--- src/rtl/systolic_ctrl_if.sv ---
// Readout handshake between the systolic sequencer and the accumulator row consumer.
// Ports: row_sel (row presented), rd_valid (row valid), rd_ready (consumer accepts).
// master = sequencer side, slave = consumer side.
interface systolic_ctrl_if #(
   parameter int N = 8
);
   localparam int RS_W = (N > 1) ? $clog2(N) : 1;

   logic [RS_W-1:0] row_sel;
   logic            rd_valid;
   logic            rd_ready;

   modport master (output row_sel, output rd_valid, input rd_ready);
   modport slave  (input row_sel, input rd_valid, output rd_ready);
endinterface

--- src/rtl/systolic_ctrl.sv ---
// Sequencer for an NxN systolic array: clear, skewed feed of K steps, drain, row readout.
// Latency: 1 + (K+N-1) + (N-1) + N + 1 cycles from start accept to end of DONE (K=0 skips feed/drain).
// Backpressure: READ holds row_sel/rd_valid while rd_ready=0; start outside IDLE is dropped.
// Ports: clk/rst (sync, active-high); start/k_len job command; busy/done status;
//   array_clr/array_en/feed_cnt/lane_vld drive the array and operand buffers; rd = readout handshake.
// Optional: SYSTOLIC_CTRL_PERF_EN adds a 32-bit perf_cycles job-length counter output.
module systolic_ctrl #(
   parameter int N     = 8,
   parameter int K_W   = 8,
   parameter int CNT_W = 10
) (
   input  logic             clk,
   input  logic             rst,
   input  logic             start,
   input  logic [K_W-1:0]   k_len,
   output logic             busy,
   output logic             done,
   output logic             array_clr,
   output logic             array_en,
   output logic [CNT_W-1:0] feed_cnt,
   output logic [N-1:0]     lane_vld,
`ifdef SYSTOLIC_CTRL_PERF_EN
   output logic [31:0]      perf_cycles,
`endif
   systolic_ctrl_if.master  rd
);
   localparam int RS_W = (N > 1) ? $clog2(N) : 1;

   typedef enum logic [2:0] {
      IDLE, CLEAR, FEED, DRAIN, READ, DONE
   } state_t;

   state_t           state, state_nxt;
   logic [K_W-1:0]   k_q;
   logic [CNT_W-1:0] t_q;
   logic [RS_W-1:0]  dcnt;
   logic [RS_W-1:0]  rsel;
   logic [CNT_W-1:0] t_last;
   logic             feed_last, drain_last, row_last, rd_fire;

   // Last feed step is t = K+N-2: lane N-1 carries its final operand then.
   assign t_last     = CNT_W'(k_q) + CNT_W'(N - 2);
   assign feed_last  = (t_q == t_last);
   assign drain_last = (dcnt == RS_W'(N - 2));
   assign row_last   = (rsel == RS_W'(N - 1));
   assign rd_fire    = (state == READ) && rd.rd_ready;

   always_ff @(posedge clk) begin
      if (rst) state <= IDLE;
      else     state <= state_nxt;
   end

   always_comb begin
      state_nxt   = state;
      busy        = (state != IDLE);
      done        = (state == DONE);
      array_clr   = (state == CLEAR);
      array_en    = (state == FEED) || (state == DRAIN);
      feed_cnt    = t_q;
      rd.rd_valid = (state == READ);
      rd.row_sel  = rsel;
      lane_vld    = '0;
      // Lane i is skewed by i steps and carries real data for K steps.
      if (state == FEED) begin
         for (int i = 0; i < N; i++) begin
            lane_vld[i] = (t_q >= CNT_W'(i)) && ((t_q - CNT_W'(i)) < CNT_W'(k_q));
         end
      end
      case (state)
         IDLE:    if (start) state_nxt = CLEAR;
         CLEAR:   state_nxt = (k_q == '0) ? READ : FEED;
         FEED:    if (feed_last) state_nxt = DRAIN;
         DRAIN:   if (drain_last) state_nxt = READ;
         READ:    if (rd_fire && row_last) state_nxt = DONE;
         DONE:    state_nxt = IDLE;
         default: state_nxt = IDLE;
      endcase
   end

   always_ff @(posedge clk) begin
      if (rst) begin
         k_q  <= '0;
         t_q  <= '0;
         dcnt <= '0;
         rsel <= '0;
      end else begin
         case (state)
            IDLE:  if (start) k_q <= k_len;
            CLEAR: begin
               t_q  <= '0;
               dcnt <= '0;
               rsel <= '0;
            end
            // t stops at its final value so it holds through DRAIN.
            FEED:  if (!feed_last) t_q <= t_q + 1'b1;
            DRAIN: if (!drain_last) dcnt <= dcnt + 1'b1;
            READ:  if (rd_fire) rsel <= row_last ? '0 : rsel + 1'b1;
            DONE:  t_q <= '0;
            default: ;
         endcase
      end
   end

`ifdef SYSTOLIC_CTRL_PERF_EN
   // The accept cycle is counted as the first cycle of the job, then every busy cycle.
   always_ff @(posedge clk) begin
      if (rst)                        perf_cycles <= '0;
      else if (state == IDLE && start) perf_cycles <= 32'd1;
      else if (state != IDLE)         perf_cycles <= perf_cycles + 32'd1;
   end
`endif
endmodule
--- src/flat_wrapper.sv ---
// flat-port wrapper written by rule: the top's interface ports become plain ports
module systolic_ctrl_flat 
#(
   parameter int N     = 8,
   parameter int K_W   = 8,
   parameter int CNT_W = 10
)
  (clk, rst, start, k_len, busy, done, array_clr, array_en, feed_cnt, lane_vld, rd_row_sel, rd_rd_valid, rd_rd_ready);
  systolic_ctrl_if #(.N(N)) rd_i ();
  input  logic clk;
  input  logic rst;
  input  logic start;
  input  logic [K_W-1:0] k_len;
  output logic busy;
  output logic done;
  output logic array_clr;
  output logic array_en;
  output logic [CNT_W-1:0] feed_cnt;
  output logic [N-1:0] lane_vld;
  output wire logic [$bits(rd_i.row_sel)-1:0] rd_row_sel;
  output wire logic [$bits(rd_i.rd_valid)-1:0] rd_rd_valid;
  input wire logic [$bits(rd_i.rd_ready)-1:0] rd_rd_ready;
  assign rd_row_sel = rd_i.row_sel;
  assign rd_rd_valid = rd_i.rd_valid;
  assign rd_i.rd_ready = rd_rd_ready;
  systolic_ctrl #(.N(N), .K_W(K_W), .CNT_W(CNT_W)) u_core (.clk(clk), .rst(rst), .start(start), .k_len(k_len), .busy(busy), .done(done), .array_clr(array_clr), .array_en(array_en), .feed_cnt(feed_cnt), .lane_vld(lane_vld), .rd(rd_i));
endmodule
--- config.mk ---
export PLATFORM = sky130hd
export DESIGN_NAME = systolic_ctrl_flat
export DESIGN_NICKNAME = d
export VERILOG_FILES = /design/src/rtl/systolic_ctrl_if.sv /design/src/rtl/systolic_ctrl.sv /design/src/flat_wrapper.sv
export SDC_FILE = /design/constraint.sdc
export NUM_CORES = 1
export LEC_CHECK = 0
export CORE_MARGIN = 3
export CORE_UTILIZATION = 60
export CTS_CLUSTER_SIZE = 30
export DETAILED_ROUTE_END_ITERATION = 16
export DONT_BUFFER_PORTS = 1
export HOLD_SLACK_MARGIN = 0.1
export MAX_ROUTING_LAYER = met4
export PLACE_DENSITY = 0.76
export SYNTH_ARGS = -nofsm -noshare
export SYNTH_HDL_FRONTEND = slang
export SYNTH_SLANG_ARGS = --single-unit
--- constraint.sdc ---
create_clock -name clk -period 5.8 [get_ports clk]
set_input_delay 1.16 -clock clk [delete_from_list [all_inputs] [get_ports clk]]
set_output_delay 1.16 -clock clk [all_outputs]
set_load 0.005 [all_outputs]
[Yosys cells after proc, flatten, opt, wreduce, memory -nomap -nowiden]
Index checks and enable logic that the tools add are counted.
Operators by class
  $add $sub $neg: 11
  magnitude comparators: 16
  equality and inequality tests: 15
  mux-type cells: 14
  reduce and logical (&&, ||, !) cells: 23
Operator list (count)
  10-bit by 8-bit less-than comparator with 1-bit output: 8
  10-bit by 3-bit >= comparator with 1-bit output, second input constant: 4
  10-bit by 3-bit subtractor with 10-bit output, second input constant: 4
  3-bit 2-to-1 mux: 8
  10-bit by 1-bit >= comparator with 1-bit output, second input constant: 2
  10-bit by 2-bit >= comparator with 1-bit output, second input constant: 2
  10-bit one-hot mux with 2 select lines: 1
  10-bit by 2-bit subtractor with 10-bit output, second input constant: 2
  3-bit one-hot mux with 5 select lines: 1
  3-bit equality test, second input constant: 4
  3-bit one-hot mux with 2 select lines: 2
  10-bit by 1-bit adder with 10-bit output, second input constant: 1
  10-bit equality test: 1
  1-bit logical AND: 10
  10-bit 2-to-1 mux: 1
  10-bit by 1-bit subtractor with 10-bit output, second input constant: 1
  8-bit by 3-bit adder with 9-bit output, second input constant: 1
  8-bit zero test: 1
  8-bit 2-to-1 mux: 1
  2-bit by 1-bit inequality test with 1-bit output, second input constant: 4
  2-bit AND reduction: 4
  3-bit by 1-bit adder with 3-bit output, second input constant: 2
  3-bit by 2-bit equality test with 1-bit output, second input constant: 2
  2-bit inequality test, second input constant: 3
  7 further kinds: 9
Storage, ports and cells
  register bits: 27
  output and inout bits: 26
  word-level logic and storage cells: 84

[Logic depth before layout (Yosys ltp)]
  word-level depth: 5
  gate-level depth with buffers: 13
  depth with buffers taken out: 10

[Worst setup path after synthesis]
OpenSTA, ideal clock, no wires.
  path kind: flip-flop to output port
  from: register u_core.t_q[3] (netlist: u_core.feed_cnt[3])
  to: output port lane_vld[3]
  arrival: 3043 ps
  path slack: 1597 ps
  cell stages (with the launch flop): 14
  cells stage by stage: dfxtp_1 clkbuf_1 clkbuf_1 inv_1 ha_1 nor2b_1 nor2b_1 clkbuf_1 nand2_1 xnor2_1 ha_1 a21o_1 a2111oi_0 o211a_1
On the way
  cells in the longest elaborated chain, start to end: 4
  elaborated cells on any way between the ends: 5
  classes of those cells: 1 x add/sub; 2 x order compare; 1 x mux; 1 x reduce/logical
Ends and longest elaborated chain
  from (decl): RTL line systolic_ctrl.sv:35  | logic [CNT_W-1:0] t_q;
  from (signal assigned): RTL line systolic_ctrl.sv:95  | FEED: if (!feed_last) t_q <= t_q + 1'b1;
  10-bit by 2-bit subtractor with 10-bit output: RTL line systolic_ctrl.sv:66  | lane_vld[i] = (t_q >= CNT_W'(i)) && ((t_q - CNT_W'(i)) < CNT_W'(k_q));
  10-bit by 8-bit less-than comparator with 1-bit output: RTL line systolic_ctrl.sv:66
  1-bit logical AND *: RTL line systolic_ctrl.sv:66
  8-bit 2-to-1 mux *: RTL line systolic_ctrl.sv:64  | if (state == FEED) begin
  to (decl): RTL line flat_wrapper.sv:19  | output logic [N-1:0] lane_vld;
Every way passes the cells marked *; elsewhere a longest branch is shown, timed or not.

[Final worst setup path]
  from: register u_core.t_q[2] (netlist: u_core.feed_cnt[2])
  to: output port lane_vld[3]
The elaborated chain is that of the path after synthesis.

==> results.toml <==
[worst_setup_path]
path_buf_inv = 1
slowest_stage = "dfxtp_1"
path_class = "register to output port"
critPathMaxStageDelay_ns = 0.56
critPathLaunchType = "register"
crit_chain = "inv_1 > ha_1 > nor2b_1 > nor2b_1 > nand2_1 > xnor2_1 > ha_1 > a21o_1 > a2111oi_0 > o211a_1"
critPathMaxFanout = 19
crit_family = "simple AND/OR/NAND/NOR gates"
cp_data_required_time_ns = 4.64
critPathCaptureType = "output port"
arrival_ns = 3.46

[placement]
dp_cells = 524
gp_congestion = 0.921
pre_cts_slack_ns = 1.48
place_hpwl_um = 6800
io_buffers = 0

[job]
maxCapViolations = 0

[global_routing]
grt_pass1_vias = 3125
grt_max_degree = 21
antenna_found_initial = 0
grtUsageMet2 = 0.421
use_met3 = 0.0520
top_usage_layer = "met2"
groute.usage.overall = 0.275
grt_overflow = 0
use_met1 = 0.387
grt_pass1_wl_um = 15600

[power_and_ir_drop]
p_per_area_nw_per_um2 = 175
cellLeakagePower_uw = 0.00152
power.total_uw = 651
ir_worst_vdd_uv = 174

[synthesis]
ys_seq_elements = 27
synthTopCellsByCount = "ha_1, nand2_1, xnor2_1, a21oi_1, dfxtp_1"
yosys_warnings = 0
synth_cell_types = 52
yosys-top-cells-area = "ha_1, dfxtp_1, xnor2_1"
netlist_instances = 475
synth_area_um2 = 3660
ys_seq_area_frac = 0.147
syn_nets = 559
synth_top_area_cell = "ha_1"
ys_async_sr_fraction = 0
synth_most_common_cell = "ha_1"
synth_edf_count = 0
synth_flop_cell = "dfxtp_1"
synth_top_area_frac = 0.246
synth.avg_cell_area_um2 = 7.72

[clocking]
clkTransAtPathRegs_ns = 0.09
clockBufferDepth = 2
post-cts-setup-buffers = 0
ctsHoldBuffers = 0
cts_resized = 0
htree_levels = 1
numCtsBuffers = 3
cts_tree = "done"
worstSkewPairLatency_ns = 0.28
clock_sinks = 27
clk_root_buffer_cell = "clkbuf_8"

[sta]
final_hold_viol_count = 0
min_period_ns = 4.62
fin_crit_sh = 0.797
finalSetupViolations = 0
setup_tns_ns = 0
fin_ws_ns = 1.18
tightest_slew_ns = 0.939
fmax_ghz = 0.216
slew_violations = 0
max_slew_margin = 0.372
worst_hold_slack_ns = 0.504
rsz0062_at_grt = "false"
clock_skew_ns = 0.00816

[route]
vias = 3360
drtIter0Drc = 310
postRouteWirelength_um = 9390
detail-route-antenna-nets = 0
route.detailed.drc = 0
via_per_inst = 6.36
first_pass_iters = 6
detail_route.wl_per_cell_um = 17.8

[floorplan]
die-area_um2 = 7080
ios = 38
die_h_um = 84.2
std_cell_rows = 27
coreArea_um2 = 5710
die_w_um = 84.2
initial_core_util = 0.642

[final_layout]
finalNonFillerCells = 528
areaGrowthSynthToFinish_pct = 1.84
nets = 541
drive_gt1_frac = 0.0307
diodes = 0

[status]
status = "finished, final reports clean"

[min_path]
hp-class = "register to register"
cell families (layout without fill, tap and decap cells):
kind of cell               count (synthesis)  count (layout)  synth area share
and+or+nand+nor                          155             155             0.209
AOI/OAI and AO/OA                        118             118             0.222
adders and majority gates                 72              72             0.246
buffers and inverters                     53              34            0.0567
xor gates and xnor gates                  50              50             0.119
DFF                                       27              27             0.147
state kept, by name, summed over array words and instances (netlist names):
signal,cells
u_core.rd.row_sel,3
u_core.k_q,8
u_core.feed_cnt,10
u_core.dcnt,3
u_core.state,3
metrics by stage:
step            util  instance area (um2)
2_1_floorplan      -                 3660
3_3_place_gp   0.646                 3690
3_5_place_dp   0.646                 3690
4_1_cts        0.654                 3730
5_1_grt        0.654                 3730
6_report       0.654                 3730
worst register-to-register path, delay by kind of cell, from the launching register on:
family                   cells  cell delay (ns)
AND/OR/NAND/NOR              2             0.31
AO/OA/AOI/OAI                4             1.77
adder cells (fa/ha/maj)      1             0.38
flip-flops                   1             0.66
buffers and inverters        1             0.25
worst paths after layout:
| path | from | endpoint | slack (ns) | depth (start not counted) |
|---|---|---|---|---|
| worst max register to register | u_core.feed_cnt[1] | u_core.state[2] | 2.34 | 8 |
| worst min-delay path | u_core.k_q[2] | u_core.k_q[2] | 0.50 | 2 |
| worst min register to register | u_core.k_q[2] | u_core.k_q[2] | 0.50 | 2 |
| worst max-delay path | u_core.feed_cnt[2] | lane_vld[3] | 1.18 | 10 |
power by group:
part           total, uW  switching, uW  internal, uW  leakage, uW
registers            231           29.0           202     0.000219
clock network        109           60.6          48.2    0.0000255
logic                312            185           127      0.00127
layout by cell type, fill, tap and decap left out, types with 6 or more instances in the layout:
cell,instances
nand4_1,6
a21oi_1,31
inv_1,23
ha_1,72
and3_1,6
nand2_1,58
nor2b_1,13
nor2_1,18
dfxtp_1,27
nand2b_1,8
xnor2_1,35
o21a_1,15
o21ai_0,18
buf_4,7
or3_1,7
nand3_1,16
a21o_1,12
xor2_1,15
nor3_1,7
area by class of cell:
| class | instances | area, um2 |
|---|---|---|
| multi-input cells | 395 | 2920 |
| fillers | 525 | 1980 |
| flip-flops and latches | 27 | 541 |
| well taps | 72 | 90.1 |
| inverters | 23 | 86.3 |
| repair buffers | 7 | 52.6 |
| clock buffers | 3 | 41.3 |
| clock inverters | 1 | 5.00 |
per-layer routing:
metal / wire, um / vias up
met4: 101 / 0
met2: 4130 / 111
met5: 0 / -
met1: 4470 / 1582
met3: 682 / 13
li1: - / 1654
(Power assumes the default switching activity.)
